==> src/rtl/lc3_regfile_pkg.sv <==
// Shared constants, the destination-register type and the DR-to-write-enable
// decoder for the LC3 register-file write path.
package lc3_regfile_pkg;

  localparam int REG_W   = 16;
  localparam int NUM_GPR = 8;
  localparam int DR_W    = 3;

  typedef logic [DR_W-1:0] dr_t;

  function automatic logic [NUM_GPR-1:0] dr_to_onehot(input dr_t dr);
    logic [NUM_GPR-1:0] oh;
    oh     = '0;
    oh[dr] = 1'b1;
    return oh;
  endfunction

endpackage

==> src/rtl/rr_picker.sv <==
// Combinational winner selection: round-robin starting at rr_ptr, or
// fixed priority (lowest index) when FIXED_PRIO is set.
module rr_picker #(
  parameter int NUM_REQ    = 3,
  parameter int FIXED_PRIO = 0,
  localparam int PTR_W     = $clog2(NUM_REQ)
) (
  input  logic [NUM_REQ-1:0] eligible,
  input  logic [PTR_W-1:0]   rr_ptr,
  output logic               valid,
  output logic [PTR_W-1:0]   winner
);

  int w_idx;

  always_comb begin
    valid  = 1'b0;
    winner = '0;
    w_idx  = 0;
    if (FIXED_PRIO != 0) begin
      for (int i = NUM_REQ - 1; i >= 0; i--) begin
        if (eligible[i]) begin
          valid  = 1'b1;
          winner = PTR_W'(i);
        end
      end
    end else begin
      // Scan offsets downward so the smallest offset from rr_ptr is kept last.
      for (int k = NUM_REQ - 1; k >= 0; k--) begin
        w_idx = int'(rr_ptr) + k;
        if (w_idx >= NUM_REQ) w_idx = w_idx - NUM_REQ;
        if (eligible[w_idx]) begin
          valid  = 1'b1;
          winner = PTR_W'(w_idx);
        end
      end
    end
  end

endmodule

==> src/rtl/regfile_write_arbiter.sv <==
// Arbitrates the single LC3 register-file write port among NUM_REQ
// writeback requesters and registers the winning write.
module regfile_write_arbiter #(
  parameter int NUM_REQ    = 3,
  parameter int FIXED_PRIO = 0,
  parameter int REG_W      = 16,
  parameter int NUM_GPR    = 8
) (
  input  logic                     Clk,
  input  logic                     Reset,
  input  logic [NUM_REQ-1:0]       req,
  input  logic [3*NUM_REQ-1:0]     req_dr,
  input  logic [REG_W*NUM_REQ-1:0] req_data,
  input  logic                     stall,
  output logic [NUM_REQ-1:0]       ack,
  output logic [NUM_GPR-1:0]       reg_we,
  output logic [REG_W-1:0]         reg_d,
  output logic                     busy
);

  import lc3_regfile_pkg::*;

  localparam int PTR_W = $clog2(NUM_REQ);

  logic [NUM_REQ-1:0] r_ack_p1;
  logic [NUM_GPR-1:0] r_we_p1;
  logic [REG_W-1:0]   r_d_p1;
  logic [PTR_W-1:0]   r_rr_ptr;

  logic [NUM_REQ-1:0] w_elig;
  logic               w_valid;
  logic [PTR_W-1:0]   w_win;
  logic [PTR_W-1:0]   w_ptr_nxt;
  logic [NUM_REQ-1:0] w_ack_oh;
  dr_t                w_dr;
  logic [REG_W-1:0]   w_data;

  // The requester committing this cycle is masked so it cannot win twice
  // before it has had a chance to drop req.
  assign w_elig = req & ~r_ack_p1;
  assign busy   = |w_elig;

  rr_picker #(
    .NUM_REQ    (NUM_REQ),
    .FIXED_PRIO (FIXED_PRIO)
  ) u_picker (
    .eligible (w_elig),
    .rr_ptr   (r_rr_ptr),
    .valid    (w_valid),
    .winner   (w_win)
  );

  always_comb begin
    w_dr   = '0;
    w_data = '0;
    for (int i = 0; i < NUM_REQ; i++) begin
      if (w_win == PTR_W'(i)) begin
        w_dr   = req_dr[i*DR_W +: DR_W];
        w_data = req_data[i*REG_W +: REG_W];
      end
    end
  end

  assign w_ack_oh  = {{(NUM_REQ-1){1'b0}}, 1'b1} << w_win;
  assign w_ptr_nxt = (w_win == PTR_W'(NUM_REQ - 1)) ? '0 : w_win + 1'b1;

  // Stage p1: registered grant driving the register file for one cycle.
  always_ff @(posedge Clk or negedge Reset) begin
    if (!Reset) begin
      r_ack_p1 <= '0;
      r_we_p1  <= '0;
      r_d_p1   <= '0;
      r_rr_ptr <= '0;
    end else if (!stall && w_valid) begin
      r_ack_p1 <= w_ack_oh;
      r_we_p1  <= dr_to_onehot(w_dr);
      r_d_p1   <= w_data;
      r_rr_ptr <= w_ptr_nxt;
    end else begin
      r_ack_p1 <= '0;
      r_we_p1  <= '0;
    end
  end

  assign ack    = r_ack_p1;
  assign reg_we = r_we_p1;
  assign reg_d  = r_d_p1;

endmodule

==> config.mk <==
export PLATFORM = sky130hd
export DESIGN_NAME = regfile_write_arbiter
export DESIGN_NICKNAME = d
export VERILOG_FILES = /design/src/rtl/lc3_regfile_pkg.sv /design/src/rtl/rr_picker.sv /design/src/rtl/regfile_write_arbiter.sv
export SDC_FILE = /design/constraint.sdc
export NUM_CORES = 1
export LEC_CHECK = 0
export CAP_MARGIN = 30
export CORE_MARGIN = 2
export CORE_UTILIZATION = 40
export CTS_BUF_LIST = sky130_fd_sc_hd__clkbuf_8
export DETAILED_ROUTE_END_ITERATION = 6
export DONT_BUFFER_PORTS = 1
export MAX_ROUTING_LAYER = met4
export REMOVE_ABC_BUFFERS = 1
export SETUP_SLACK_MARGIN = 0.3
export SLEW_MARGIN = 10
export SYNTH_ARGS = -nofsm -noshare
export SYNTH_HDL_FRONTEND = slang
export SYNTH_SLANG_ARGS = --single-unit
==> constraint.sdc <==
create_clock -name Clk -period 6.25 [get_ports Clk]
set_clock_uncertainty 0.05 [all_clocks]
set_input_delay 0.625 -clock Clk [delete_from_list [all_inputs] [get_ports Clk]]
set_output_delay 0.625 -clock Clk [all_outputs]
set_load 0.005 [all_outputs]
==> summary.txt <==
Run status
  • Status: completed

Detailed routing
  • Routed WL: 6.093 mm
  • Via count: 1,843
  • DR WL/cell: 22.74 µm
  • Post-DRT Antenna Nets: 0
  • # DRC: 0
  • Vias per inst: 6.877
  • First-pass DRT Iterations: 4
  • Drt first-iter violations: 175

Global route
  • Total track usage: 20.39%
  • Grt ovf: 0
  • First-pass GRT wire length: 9.370 mm
  • Vias in the first global route: 1,874
  • Largest net degree at the start of global routing: 38
  • Initial antenna violation count: 0

Placement
  • Placed cell area: 2185 µm²
  • Global placer's final weighted congestion: 0.7977
  • Dpl hpwl: 4.142 mm
  • Port buffer count: 0

Floorplan
  • Die width: 77.56 µm
  • Die height: 77.56 µm
  • Die area: 6016 µm²
  • Initial Utilization: 41.85%
  • Row count: 26
  • Core Region: 5172 µm²
  • Io pins: 91

Pwr
  • Lkg Pwr: 0.9045 nW
  • Total Power: 1.189 mW
  • Peak VDD IR: 0.0001772 V
  • Power per cell area: 513.1 nW/µm²

Worst setup path
  • R2R setup slack: 2.90 ns
  • Largest stage delay on the critical path: 0.82 ns
  • Worst Reg2Reg Path Length in Cells: 6
  • CP Class: flop to flop
  • Critical-path cell list: and2b_1 -> nor2_2 -> maj3_2 -> a2111oi_4 -> buf_4 -> mux2_2
  • Crit-path max FO: 24
  • CP max-delay cell: a2111oi_4
  • Crit. End Element: flop
  • Worst flop-to-flop path endpoint: r_rr_ptr[1]
  • CP Data Arrival Time: 3.46 ns
  • Startpoint types: flop
  • Required time of the critical path: 6.36 ns
  • Worst R2R Start: ack[2]

STA
  • RSZ-0062 raised after global routing: no
  • Final period util: 53.61%
  • Slew @ Worst Pin: 0.8981 ns
  • Endpoints failing hold: 0
  • Final setup viols: 0
  • Fmax: 298.5 MHz
  • Time the worst path needs with I/O delays and setup: 3.350 ns
  • Setup TNS: 0 ns
  • Slew Viols, Final: 0
  • Smallest hold slack: 0.1110 ns
  • Worst rel slew slack: 40.13%

Clocking
  • CTS tree: done
  • Clock sink count: 29
  • Insertion delay to the later sink of the worst-skew pair: 0.28 ns
  • Root buffer cell: clkbuf_8
  • CTS clk-pin slew, worst paths: 0.06 ns
  • Postcts setup bufs: 0
  • Clk buf depth: 2
  • Cts bufs inserted: 5
  • H-Tree Depth: 2

Final layout
  • Share of cells above drive strength 1: 20.20%
  • Net count, final: 262
  • Antenna cells: 0
  • Layout area overhead: 7.052%
  • Final Instance Area: 2317 µm²

Job
  • Max-Cap Viols: 0

Synthesis
  • Ys Warns: 0
  • Netlist cell types: 43
  • Post-synth top area share: 33.53%
  • Post-synthesis register bit count: 29
  • Post-Synthesis Cells: 208
  • Post-synth ARST share: 100.0%
  • Largest area contributor in the netlist: dfrtp_1
  • Register area share after synthesis: 33.53%
  • Mean Syn Cell Area: 10.41 µm²
  • Post-synthesis cell area: 2165 µm²
  • Synth Flop Type: dfrtp_1
  • Largest cells by area after synthesis: dfrtp_1 (34%), mux2_2 (8.3%), o2111a_1 (8.3%)
  • Post-synth EDFFs: 0

Hold path
  • Worst min path class: primary input to asynchronous set/reset pin
==> per-layer routing <==
layer / global-route usage [%] / vias up / part of all wire [%]
li1: - / 826 / -
met1: 24.45 / 924 / 41
met2: 32.70 / 83 / 50
met3: 6.279 / 10 / 7.6
met4: 6.964 / 0 / 1.3
met5: - / - / 0
==> synth_stat cells, types with 3 or more instances <==
master    instances
a2111o_1          3
o2111a_1         16
and2_1            3
buf_2             3
and4_1            4
mux2_2           16
clkbuf_1         18
a41oi_1          17
inv_1            21
dfrtp_1          29
nor4_1            5
o31a_1           16
nand4b_1         19
==> registers in the layout, indices dropped and copies added (netlist names) <==
name and count:
reg_we 8, ack 3, reg_d 16, r_rr_ptr 2
==> cell type report <==
class | instances | area [µm²]
flip-flops and latches | 29 | 725.7
multi-input cells | 133 | 1251
inverters | 22 | 82.58
well taps | 70 | 87.58
clock buffers | 7 | 96.34
fillers | 493 | 2855
clock inverters | 1 | 5.005
repair buffers | 6 | 68.82
==> power breakdown <==
group / internal, mW / switching [mW] / leakage [nW] / total (mW)
clock network: 0.0995 / 0.0741 / 0.0542 / 0.174
logic: 0.283 / 0.410 / 0.488 / 0.692
registers: 0.267 / 0.0559 / 0.362 / 0.323
total: 0.649 / 0.540 / 0.904 / 1.19
==> timing repair <==
| item | CTS | global route |
|---|---|---|
| endpoints found under the hold margin | 29 | 0 |
| gates resized for setup | 0 | 0 |
| hold buffers | 1 | 0 |
==> stage by stage <==
stage	instances	util [%]	setup slack, ns
2_1_floorplan	184	-	2.850
3_3_place_gp	257	41.94	2.751
3_5_place_dp	258	42.24	2.578
4_1_cts	267	44.58	2.580
5_1_grt	268	44.80	2.692
6_report	268	44.80	2.900
==> placed cells by master, fill, tap and decap left out, types with 3 or more instances in the layout <==
master     n
a2111o_1   3
a41oi_1   17
and2_1     3
and4_1     4
buf_4      3
clkbuf_8   7
dfrtp_1   29
inv_1     21
mux2_2    16
nand4b_1  19
nor4_1     5
o2111a_1  16
o31a_1    16
==> worst max-delay path: cells and delay by family (launching register included) <==
family,cells,cell delay (ns)
AOI/OAI and AO/OA,1,0.82
and+or+nand+nor,2,0.89
buffers and inverters,1,0.34
muxes,1,0.35
adders and majority gates,1,0.37
DFF,1,0.39
==> cell families after synthesis <==
family	share of synthesized area, %
fa+ha+maj	2.601
mux	9.826
compound gates	29.94
flops	33.53
buf+inv	9.017
simple gates	15.09
==> how the worst max path moves through the flow <==
| stage | startpoint | depth (start not counted) | endpoint |
|---|---|---|---|
| 2_1_floorplan | req[1] | 5 | reg_we[0] |
| 3_3_place_gp | r_rr_ptr[0] | 6 | reg_we[0] |
| 3_5_place_dp | r_rr_ptr[0] | 6 | reg_we[0] |
| 4_1_cts | r_rr_ptr[0] | 6 | reg_we[1] |
| 5_1_grt | r_rr_ptr[1] | 8 | reg_we[1] |
| 6_report | ack[2] | 6 | r_rr_ptr[1] |
(Power assumes the default switching activity.)
